**config.mk**
```make
export PLATFORM = sky130hd
export DESIGN_NAME = mem_port_arbiter
export DESIGN_NICKNAME = d
export VERILOG_FILES = /design/src/rtl/mem_pkg.sv /design/src/rtl/mem_lane_align.sv /design/src/rtl/mem_port_arbiter.sv
export SDC_FILE = /design/constraint.sdc
export NUM_CORES = 1
export LEC_CHECK = 0
export BUFFER_PORTS_ARGS = -buffer_cell sky130_fd_sc_hd__buf_2
export CORE_ASPECT_RATIO = 1.75
export CORE_MARGIN = 4
export CORE_UTILIZATION = 54
export CTS_BUF_LIST = sky130_fd_sc_hd__clkbuf_4
export DETAILED_ROUTE_END_ITERATION = 8
export GPL_TIMING_DRIVEN = 0
export PLACE_DENSITY = 0.91
export SLEW_MARGIN = 30
export SYNTH_ARGS = -nofsm -noshare
export SYNTH_HDL_FRONTEND = slang
export SYNTH_HIERARCHICAL = 1
export SYNTH_SLANG_ARGS = --single-unit
export TNS_END_PERCENT = 30
```
**constraint.sdc**
```tcl
create_clock -name clk -period 9.1 [get_ports clk]
set_clock_uncertainty 0.1 [all_clocks]
set_input_delay 0.455 -clock clk [delete_from_list [all_inputs] [get_ports clk]]
set_output_delay 0.455 -clock clk [all_outputs]
set_load 0.005 [all_outputs]
```
**src/rtl/mem_pkg.sv**
```systemverilog
// Shared types and helpers for the instruction/data memory port arbiter.
package mem_pkg;

    typedef enum logic [1:0] {MEM_B = 2'd0, MEM_H = 2'd1, MEM_W = 2'd2} mem_size_e;
    typedef enum logic [1:0] {IDLE, ISSUE, WAIT, RESP} arb_state_e;
    typedef enum logic {GNT_IF, GNT_D} grant_e;

    // Everything about the accepted request that later states still need.
    typedef struct packed {
        grant_e    gnt;
        logic      we;
        mem_size_e size;
        logic [1:0] off;
        logic      unsgn;
    } xfer_t;

    function automatic mem_size_e decode_size(input logic [1:0] s);
        case (s)
            2'd0:    return MEM_B;
            2'd1:    return MEM_H;
            default: return MEM_W;
        endcase
    endfunction

    // Misaligned halves/words are pulled down to their natural boundary.
    function automatic logic [1:0] align_off(input mem_size_e s, input logic [1:0] a);
        case (s)
            MEM_B:   return a;
            MEM_H:   return {a[1], 1'b0};
            default: return 2'b00;
        endcase
    endfunction

endpackage

```
**src/rtl/mem_lane_align.sv**
```systemverilog
// Byte-lane steering: byte enables and replicated store data for a request,
// lane extraction and sign/zero extension for returned load data.
module mem_lane_align
    import mem_pkg::*;
#(
    parameter int XLEN = 32
) (
    input  mem_size_e       req_size,
    input  logic [1:0]      req_addr_lo,
    input  logic [XLEN-1:0] req_wdata,
    output logic [3:0]      be,
    output logic [XLEN-1:0] wdata_lane,
    output logic            misaligned,
    input  mem_size_e       rsp_size,
    input  logic [1:0]      rsp_off,
    input  logic            rsp_unsigned,
    input  logic [XLEN-1:0] rdata,
    output logic [XLEN-1:0] rdata_ext
);

    logic [1:0]  req_off;
    logic [7:0]  byte_sel;
    logic [15:0] half_sel;

    assign req_off    = align_off(req_size, req_addr_lo);
    assign misaligned = (req_size == MEM_H && req_addr_lo[0]) ||
                        (req_size == MEM_W && req_addr_lo != 2'b00);

    // Replicating the store data lets the RAM pick its lane purely from be.
    always_comb begin
        be         = 4'h0;
        wdata_lane = '0;
        case (req_size)
            MEM_B: begin
                be         = 4'b0001 << req_off;
                wdata_lane = {(XLEN/8){req_wdata[7:0]}};
            end
            MEM_H: begin
                be         = 4'b0011 << req_off;
                wdata_lane = {(XLEN/16){req_wdata[15:0]}};
            end
            default: begin
                be         = 4'hF;
                wdata_lane = req_wdata;
            end
        endcase
    end

    assign byte_sel = rdata[8*rsp_off +: 8];
    assign half_sel = rdata[16*rsp_off[1] +: 16];

    always_comb begin
        rdata_ext = rdata;
        case (rsp_size)
            MEM_B:   rdata_ext = {{(XLEN-8){byte_sel[7] & ~rsp_unsigned}}, byte_sel};
            MEM_H:   rdata_ext = {{(XLEN-16){half_sel[15] & ~rsp_unsigned}}, half_sel};
            default: rdata_ext = rdata;
        endcase
    end

endmodule

```
**src/rtl/mem_port_arbiter.sv**
```systemverilog
// Round-robin arbiter sharing one byte-lane RAM between fetch and load/store ports.
// Optional MEM_ARB_MISALIGN_TRAP_EN: misaligned data accesses return an error instead of being aligned.
module mem_port_arbiter
    import mem_pkg::*;
#(
    parameter int XLEN       = 32,
    parameter int RAM_AWIDTH = 5
) (
    input  logic                  clk,
    input  logic                  rst,
    input  logic                  clk_en,
    input  logic                  i_if_req_valid,
    output logic                  o_if_req_ready,
    input  logic [XLEN-1:0]       i_if_req_addr,
    output logic                  o_if_rsp_valid,
    input  logic                  i_if_rsp_ready,
    output logic [XLEN-1:0]       o_if_rsp_rdata,
    input  logic                  i_d_req_valid,
    output logic                  o_d_req_ready,
    input  logic                  i_d_req_we,
    input  logic [XLEN-1:0]       i_d_req_addr,
    input  logic [1:0]            i_d_req_size,
    input  logic                  i_d_req_unsigned,
    input  logic [XLEN-1:0]       i_d_req_wdata,
    output logic                  o_d_rsp_valid,
    input  logic                  i_d_rsp_ready,
    output logic [XLEN-1:0]       o_d_rsp_rdata,
    output logic                  o_d_rsp_err,
    output logic                  o_ram_re,
    output logic [RAM_AWIDTH-1:0] o_ram_raddr,
    input  logic [XLEN-1:0]       i_ram_rdata,
    output logic                  o_ram_we,
    output logic [3:0]            o_ram_be,
    output logic [RAM_AWIDTH-1:0] o_ram_waddr,
    output logic [XLEN-1:0]       o_ram_wdata
);

    arb_state_e            state, state_nxt;
    grant_e                last_grant;
    xfer_t                 xfer;
    mem_size_e             d_size;
    logic                  if_pick, d_pick, rsp_hs, d_trap, d_err;
    logic                  lane_misaligned;
    logic [3:0]            lane_be;
    logic [XLEN-1:0]       lane_wdata, lane_rdata;
    logic [RAM_AWIDTH-1:0] if_word, d_word;
    logic                  unused_bits;

    assign d_size  = decode_size(i_d_req_size);
    assign if_word = i_if_req_addr[RAM_AWIDTH+1:2];
    assign d_word  = i_d_req_addr[RAM_AWIDTH+1:2];

    mem_lane_align #(.XLEN(XLEN)) u_align (
        .req_size     (d_size),
        .req_addr_lo  (i_d_req_addr[1:0]),
        .req_wdata    (i_d_req_wdata),
        .be           (lane_be),
        .wdata_lane   (lane_wdata),
        .misaligned   (lane_misaligned),
        .rsp_size     (xfer.size),
        .rsp_off      (xfer.off),
        .rsp_unsigned (xfer.unsgn),
        .rdata        (i_ram_rdata),
        .rdata_ext    (lane_rdata)
    );

`ifdef MEM_ARB_MISALIGN_TRAP_EN
    assign d_trap      = lane_misaligned;
    assign o_d_rsp_err = d_err;
    assign unused_bits = ^{i_if_req_addr[XLEN-1:RAM_AWIDTH+2], i_if_req_addr[1:0],
                           i_d_req_addr[XLEN-1:RAM_AWIDTH+2]};
`else
    assign d_trap      = 1'b0;
    assign o_d_rsp_err = 1'b0;
    assign unused_bits = ^{i_if_req_addr[XLEN-1:RAM_AWIDTH+2], i_if_req_addr[1:0],
                           i_d_req_addr[XLEN-1:RAM_AWIDTH+2], lane_misaligned, d_err};
`endif

    // Grant decision; ready doubles as the acceptance strobe, so it is gated by clk_en.
    always_comb begin
        if_pick = 1'b0;
        d_pick  = 1'b0;
        if (state == IDLE && clk_en && !rst) begin
            if (i_if_req_valid && i_d_req_valid) begin
                if (last_grant == GNT_D) if_pick = 1'b1;
                else                     d_pick  = 1'b1;
            end else if (i_if_req_valid) begin
                if_pick = 1'b1;
            end else if (i_d_req_valid) begin
                d_pick = 1'b1;
            end
        end
    end

    assign o_if_req_ready = if_pick;
    assign o_d_req_ready  = d_pick;

    always_comb begin
        state_nxt = state;
        rsp_hs    = 1'b0;
        case (state)
            IDLE: begin
                if (d_pick && d_trap)        state_nxt = RESP;
                else if (if_pick || d_pick)  state_nxt = ISSUE;
            end
            ISSUE: state_nxt = xfer.we ? RESP : WAIT;
            WAIT:  state_nxt = RESP;
            RESP: begin
                rsp_hs = (xfer.gnt == GNT_IF) ? i_if_rsp_ready : i_d_rsp_ready;
                if (rsp_hs) state_nxt = IDLE;
            end
            default: state_nxt = IDLE;
        endcase
    end

    always_ff @(posedge clk or posedge rst) begin
        if (rst)         state <= IDLE;
        else if (clk_en) state <= state_nxt;
    end

    always_ff @(posedge clk or posedge rst) begin
        if (rst) begin
            last_grant     <= GNT_D;
            xfer           <= '0;
            o_ram_re       <= 1'b0;
            o_ram_raddr    <= '0;
            o_ram_we       <= 1'b0;
            o_ram_be       <= '0;
            o_ram_waddr    <= '0;
            o_ram_wdata    <= '0;
            o_if_rsp_valid <= 1'b0;
            o_if_rsp_rdata <= '0;
            o_d_rsp_valid  <= 1'b0;
            o_d_rsp_rdata  <= '0;
            d_err          <= 1'b0;
        end else if (clk_en) begin
            o_ram_re <= 1'b0;
            o_ram_we <= 1'b0;
            case (state)
                IDLE: begin
                    if (if_pick) begin
                        last_grant  <= GNT_IF;
                        xfer        <= '{gnt: GNT_IF, we: 1'b0, size: MEM_W, off: 2'b00, unsgn: 1'b0};
                        o_ram_re    <= 1'b1;
                        o_ram_raddr <= if_word;
                    end else if (d_pick) begin
                        last_grant <= GNT_D;
                        xfer       <= '{gnt: GNT_D, we: i_d_req_we, size: d_size,
                                        off: align_off(d_size, i_d_req_addr[1:0]),
                                        unsgn: i_d_req_unsigned};
                        if (d_trap) begin
                            o_d_rsp_valid <= 1'b1;
                            o_d_rsp_rdata <= '0;
                            d_err         <= 1'b1;
                        end else if (i_d_req_we) begin
                            o_ram_we    <= 1'b1;
                            o_ram_waddr <= d_word;
                            o_ram_be    <= lane_be;
                            o_ram_wdata <= lane_wdata;
                        end else begin
                            o_ram_re    <= 1'b1;
                            o_ram_raddr <= d_word;
                        end
                    end
                end
                ISSUE: begin
                    // Stores complete once the write pulse has gone out.
                    if (xfer.we) begin
                        o_d_rsp_valid <= 1'b1;
                        o_d_rsp_rdata <= '0;
                        d_err         <= 1'b0;
                    end
                end
                WAIT: begin
                    if (xfer.gnt == GNT_IF) begin
                        o_if_rsp_valid <= 1'b1;
                        o_if_rsp_rdata <= i_ram_rdata;
                    end else begin
                        o_d_rsp_valid <= 1'b1;
                        o_d_rsp_rdata <= lane_rdata;
                        d_err         <= 1'b0;
                    end
                end
                RESP: begin
                    if (rsp_hs) begin
                        o_if_rsp_valid <= 1'b0;
                        o_d_rsp_valid  <= 1'b0;
                    end
                end
                default: ;
            endcase
        end
    end

endmodule
```
==> flow_summary.json, run 1 <==
{
  "status": "completed",
  "hold-path-cell-count": 2,
  "h-tree-depth": 4,
  "avgRoutedWirePerCell_um": 19.4,
  "vdd_drop_max_mv": 0.164,
  "cp_max_fo": 10,
  "core-area_um2": 11500,
  "numCtsBuffers": 17,
  "netlist_area_um2": 6320,
  "fin_tns_setup_ns": 0,
  "pwr-share-clk_pct": 20.4,
  "initial_utilization_pct": 54.9,
  "min_path_type": "in -> reg",
  "fmaxAchievable_ghz": 0.384,
  "powerDensity_nw_per_um2": 308,
  "grt_usage_pct": 26.8,
  "drc": 0,
  "syn_area_per_cell_um2": 11.4,
  "power.share.combinational_pct": 41.3,
  "areaGrowthSynthToFinish_pct": 25.3,
  "dr.first_iter.drc_count": 192,
  "rsz0062_at_grt": "false",
  "grt_pass1_wl_mm": 28.2,
  "period_needed_ns": 2.60,
  "power_mw": 2.44,
  "grt-ovfl-total": 0,
  "holdWs_ns": 0.0549,
  "gp_congestion": 0.958,
  "cp.arrival_ns": 2.05,
  "grt_antenna_before_repair": 0,
  "path_class": "reg -> out",
  "finalHoldViolCount": 0,
  "relSlewSlack_pct": 49.1,
  "dieArea_um2": 13600,
  "drv_slew": 0,
  "wirelength_mm": 17.9,
  "drt_pre_antenna_iters": 5,
  "synthCells": 554,
  "antenna_cells": 0,
  "dr_total_vias": 5269,
  "num_io_pins": 256,
  "finalCritPeriodShare_pct": 28.6,
  "worst_pin_slew_ns": 0.760,
  "die_h_um": 151,
  "drive_gt1_share_pct": 44.6,
  "switching_share_pct": 35.1,
  "root_buffer": "clkbuf_4",
  "ant_nets": 0,
  "sequentialPowerShare_pct": 38.3,
  "fp.dieW_um": 89.8,
  "clk_pin_slew_ns": 0.11,
  "startpoint_type": "flip-flop",
  "final_nets": 920,
  "grt_max_degree": 78,
  "required_ns": 8.55,
  "yosysWarnings": 6,
  "cts_tree": "done",
  "grt_pass1_vias": 5525,
  "leakagePower_nw": 4.11,
  "worst-r2r-cell-count": 7,
  "maxCapViolCount": 0,
  "ctsResizeCount": 0,
  "clock-sinks": 124,
  "worstSkewPairLatency_ns": 0.52,
  "switchingPower_mw": 0.855,
  "synth.net_count": 697,
  "post_drt_via_cell_ratio": 5.70,
  "rows": 52,
  "p_int_mw": 1.58,
  "port_buffers": 202,
  "worst_setup_path_end_kind": "primary output",
  "clk_path_buf_depth": 2,
  "setup_violations": 0,
  "dp_hpwl_mm": 14.0
}
[area by class of cell]
| cell class | instances | area (um^2) |
|---|---|---|
| Buffer | 44 | 264 |
| Clock buffer | 18 | 135 |
| Clock inverter | 14 | 243 |
| Fill cell | 826 | 3590 |
| Inverter | 45 | 176 |
| Multi-Input combinational cell | 341 | 2790 |
| Sequential cell | 124 | 3100 |
| Tap cell | 135 | 169 |
| Timing Repair Buffer | 204 | 1050 |
[metrics by stage]
stage                     instance area, um^2  cells  setup slack (ns)  utilization, %
after global placement                   7500    891              3.95            65.2
after detailed placement                 7540    892              6.67            65.5
after floorplan                          6320    554              5.25               -
after CTS                                7930    925              6.46            68.8
after global routing                     7930    925              6.30            68.8
final                                    7930    925              6.50            68.8
[final timing paths]
check | start | to | slack (ns)
max in group asynchronous | rst | o_if_rsp_rdata[16]$_DFFE_PP0P_ | 7.84
min reg2reg | o_if_rsp_rdata[19]$_DFFE_PP0P_ | o_if_rsp_rdata[19]$_DFFE_PP0P_ | 0.41
max | state[0]$_DFFE_PP0P_ | o_d_req_ready | 6.50
min in group asynchronous | rst | o_ram_wdata[0]$_DFFE_PP0P_ | 0.45
max reg2reg | state[0]$_DFFE_PP0P_ | o_d_rsp_rdata[21]$_DFFE_PP0P_ | 6.63
min | i_d_req_unsigned | xfer[0]$_DFFE_PP0P_ | 0.05
[power by group through the flow]
stage          registers [mW]  logic, mW  clock network, mW
3_3_place_gp            0.929      0.970                  0
5_1_grt                 0.969       1.10              0.527
6_report                0.934       1.01              0.496
4_1_cts                 0.933       1.01              0.504
2_1_floorplan           0.946      0.584                  0
3_5_place_dp            0.938       1.01                  0
[placed cells by master, fill, tap and decap left out, types with 3 or more instances in the layout]
| cell type | n |
|---|---|
| ha_1 | 4 |
| bufinv_16 | 6 |
| nand2_1 | 29 |
| a21oi_1 | 7 |
| a221o_1 | 8 |
| nand2b_1 | 3 |
| buf_6 | 5 |
| mux2_2 | 45 |
| o21ai_0 | 34 |
| clkinv_4 | 4 |
| a22o_1 | 11 |
| mux2i_1 | 31 |
| o22a_1 | 7 |
| dfrtp_1 | 123 |
| mux2_4 | 38 |
| inv_1 | 44 |
| nand3_1 | 35 |
| clkbuf_4 | 18 |
| mux2_1 | 7 |
| nor2_1 | 16 |
| nor2b_1 | 12 |
| o21ai_1 | 27 |
| buf_4 | 13 |
| clkbuf_1 | 15 |
| buf_2 | 211 |
[registers in the layout, indices dropped and copies added (netlist names)]
signal          flops
o_ram_re            1
last_grant          1
o_d_rsp_valid       1
o_ram_wdata        32
o_ram_be            4
state               2
o_ram_raddr         5
xfer                7
o_if_rsp_valid      1
o_ram_we            1
o_if_rsp_rdata     32
o_d_rsp_rdata      32
o_ram_waddr         5
[worst max-delay path, cell delays in order, from the launching register on]
cell and delay [ns]:
dfrtp_1 0.46, inv_1 0.11, ha_1 0.24, and3b_1 0.25, and3_1 0.20, buf_6 0.15
buf_2 0.13
[repair_timing]
item | CTS | global route
endpoints found under the hold margin | 75 | 0
hold buffers | 1 | 0
setup endpoints to repair | 0 | 0
setup buffers | 0 | 0
[routing by layer]
metal | up-vias | routed length (um) | track usage (%)
met2 | 276 | 9690 | 49.7
met5 | - | 0 | 0
met1 | 2544 | 5950 | 26.3
met4 | 0 | 1010 | 18.2
li1 | 2384 | - | -
met3 | 65 | 1300 | 6.66
Note: power is estimated with default switching activity, not from simulation.
==> run 2, diff against run 1 <==
--- a/config.mk
+++ b/config.mk
@@ -8,11 +8,11 @@
 export BUFFER_PORTS_ARGS = -buffer_cell sky130_fd_sc_hd__buf_2
 export CORE_ASPECT_RATIO = 1.75
 export CORE_MARGIN = 4
-export CORE_UTILIZATION = 54
+export CORE_UTILIZATION = 50
 export CTS_BUF_LIST = sky130_fd_sc_hd__clkbuf_4
 export DETAILED_ROUTE_END_ITERATION = 8
 export GPL_TIMING_DRIVEN = 0
-export PLACE_DENSITY = 0.91
+export PLACE_DENSITY = 0.85
 export SLEW_MARGIN = 30
 export SYNTH_ARGS = -nofsm -noshare
 export SYNTH_HDL_FRONTEND = slang
==> constraint.sdc (replaced) <==
create_clock -name clk -period 2.65 [get_ports clk]
set_clock_uncertainty 0.1 [all_clocks]
set_input_delay 0.1325 -clock clk [delete_from_list [all_inputs] [get_ports clk]]
set_output_delay 0.1325 -clock clk [all_outputs]
set_load 0.005 [all_outputs]
==> run 2 against run 1 <==
Design area grew 13%. Final cell count is 15% higher. Global-route usage is 1.9 points higher. Count of clock-buffer cells in the layout down 1. Register-to-register slack got worse by 6.5 ns. Total power increased to 3.4 times the previous value. Worst hold slack better by 0.028 ns. Clock power grew to 2.7 times the previous value. Critical path depth is 1 higher. Sequential power rose to 3.5 times the previous value. The run now ends with setup timing left. Sequential share of layout area down 4.5 points.
==> flow_summary.json, run 2 (synthesis gave the netlist of run 1 again) <==
{
  "status": "complete, but fails checks",
  "violations": "setup timing",
  "relSlewSlack_pct": 39.2,
  "cp_max_fo": 8,
  "num_io_pins": 256,
  "rsz0062_at_grt": "false",
  "drv_slew": 0,
  "reg2reg_slack_ns": 0.12,
  "core-area_um2": 12400,
  "rows": 54,
  "drc": 0,
  "pre_cts_ws_ns": 0.227,
  "dr.first_iter.drc_count": 187,
  "grt-ovfl-total": 0,
  "worstSkewPairLatency_ns": 0.50,
  "cp_slowest_cell": "nor2_1",
  "final.fill_count": 873,
  "vdd_drop_max_mv": 0.587,
  "grt_pass1_wl_mm": 32.3,
  "post_drt_via_cell_ratio": 5.40,
  "root_buffer": "clkbuf_4",
  "die_h_um": 157,
  "avgRoutedWirePerCell_um": 19.2,
  "h-tree-depth": 4,
  "dieArea_um2": 14600,
  "cp.buffers_inverters": 3,
  "setup_violations": 1,
  "port_buffers": 202,
  "ant_nets": 0,
  "cp.arrival_ns": 2.94,
  "clk_path_buf_depth": 2,
  "layout_commonest_cell": "buf_2",
  "drt_pre_antenna_iters": 5,
  "clk_pin_slew_ns": 0.11,
  "initial_utilization_pct": 50.9,
  "hold-path-cell-count": 5,
  "clock-sinks": 124,
  "grt_antenna_before_repair": 1,
  "crit_family": "buffers and inverters",
  "powerDensity_nw_per_um2": 926,
  "leakagePower_nw": 4.52,
  "dp.cells": 928,
  "setup_slack_ns": -0.0105,
  "finalHoldViolCount": 0,
  "maxCapViolCount": 0,
  "largestRegisters": "o_d_rsp_rdata x32, o_if_rsp_rdata x32, o_ram_wdata x32",
  "min_path_type": "in -> reg",
  "fp.dieW_um": 93.0,
  "cp_num_cells": 7,
  "dr_total_vias": 5749,
  "worst-r2r-cell-count": 8,
  "drive_gt1_share_pct": 39.6,
  "worst_pin_slew_ns": 0.909,
  "areaGrowthSynthToFinish_pct": 41.6,
  "fmaxAchievable_ghz": 0.376,
  "startpoint_type": "primary input",
  "crit_top_cell": "dlygate4sd3_1",
  "stdcell_count": 1064,
  "cpPeakStageDelay_ns": 0.72,
  "gp_congestion": 0.932,
  "grt_usage_pct": 28.7,
  "postCtsSetupBuffers": 0,
  "period_needed_ns": 2.66,
  "wirelength_mm": 20.4,
  "cts_tree": "done",
  "grt_max_degree": 33,
  "path_cells": "dlygate4sd3_1 > buf_2 > nor2b_1 > nor2_1 > mux2_2 > dlygate4sd3_1 > mux2_4",
  "numCtsBuffers": 17,
  "path_class": "in -> reg",
  "required_ns": 2.93,
  "dp_hpwl_mm": 13.8,
  "grt_pass1_vias": 6227,
  "finalCritPeriodShare_pct": 100,
  "worst_setup_path_end_kind": "flip-flop",
  "layout_common_cells": "buf_2 (211), dfrtp_1 (122), dlygate4sd3_1 (104)",
  "final_nets": 1026
}
==> run 2: changes by cell type in the layout (fill, tap and decap cells not counted), sizes merged, moves of 2 or more <==
cell / delta
bufinv: -3
inv: -2
dlygate4sd3: +103
clkinvlp: +4
buf: +3
==> run 2: what timing repair did <==
action	in CTS	in global routing
endpoints found under the hold margin	244	0
gates resized for setup	0	2
hold buffers	104	0
setup endpoints to repair	0	7
==> run 2: power breakdown <==
part,switching (mW),total [mW],internal [mW]
logic,1.79,3.70,1.90
registers,0.519,3.24,2.72
clock network,0.726,1.36,0.633
==> run 2: path summary, 6_finish.rpt <==
check	startpoint	to
min in group asynchronous	rst	o_ram_waddr[3]$_DFFE_PP0P_
worst min-delay path	i_d_req_valid	last_grant$_DFFE_PP1P_
worst max register to register	state[0]$_DFFE_PP0P_	o_ram_waddr[4]$_DFFE_PP0P_
worst max-delay path	i_d_req_size[0]	o_ram_wdata[15]$_DFFE_PP0P_
max in group asynchronous	rst	o_if_rsp_rdata[13]$_DFFE_PP0P_
worst min register to register	o_if_rsp_rdata[20]$_DFFE_PP0P_	o_if_rsp_rdata[20]$_DFFE_PP0P_
==> run 2: layout make-up <==
| cell class | count | area, um^2 | area share, % |
|---|---|---|---|
| Multi-Input combinational cell | 341 | 2790 | 31.1 |
| Inverter | 45 | 173 | 1.93 |
| Antenna cell | 1 | 2.50 | 0.0279 |
| Clock inverter | 14 | 154 | 1.72 |
| Buffer | 44 | 264 | 2.95 |
| Clock buffer | 17 | 128 | 1.42 |
| Timing Repair Buffer | 310 | 2130 | 23.8 |
| Tap cell | 168 | 210 | 2.35 |
| Sequential cell | 124 | 3110 | 34.7 |
==> run 2: per-stage QoR <==
step / instance area (um^2) / hold WS (ns) / total power [mW] / setup TNS, ns / util (%)
floorplan: 6330 / 0.140 / 5.26 / 0 / -
global placement: 7550 / 0.257 / 6.54 / 0 / 60.7
detailed placement: 7630 / 0.0187 / 6.69 / 0 / 61.4
CTS: 8950 / 0.0157 / 8.19 / 0 / 72.0
global route: 8960 / 0.0581 / 8.82 / 0 / 72.1
finish: 8960 / 0.0825 / 8.29 / -0.0105 / 72.1
==> run 2: per-layer routing <==
metal  GRT usage (%)  up-vias  routed length [um]
met4            16.6        0                1200
met1            29.9     2756                7100
li1                -     2608                   -
met5               0        -                   0
met2            51.5      302               10700
met3            7.31       83                1340
==> run 2: worst reg2reg max path: cells and delay by family, from the launching register on <==
family | cells | cell delay (ns)
muxes | 1 | 0.35
adders and majority gates | 1 | 0.21
and+or+nand+nor | 3 | 0.54
DFF | 1 | 0.43
buffers and inverters | 3 | 0.79
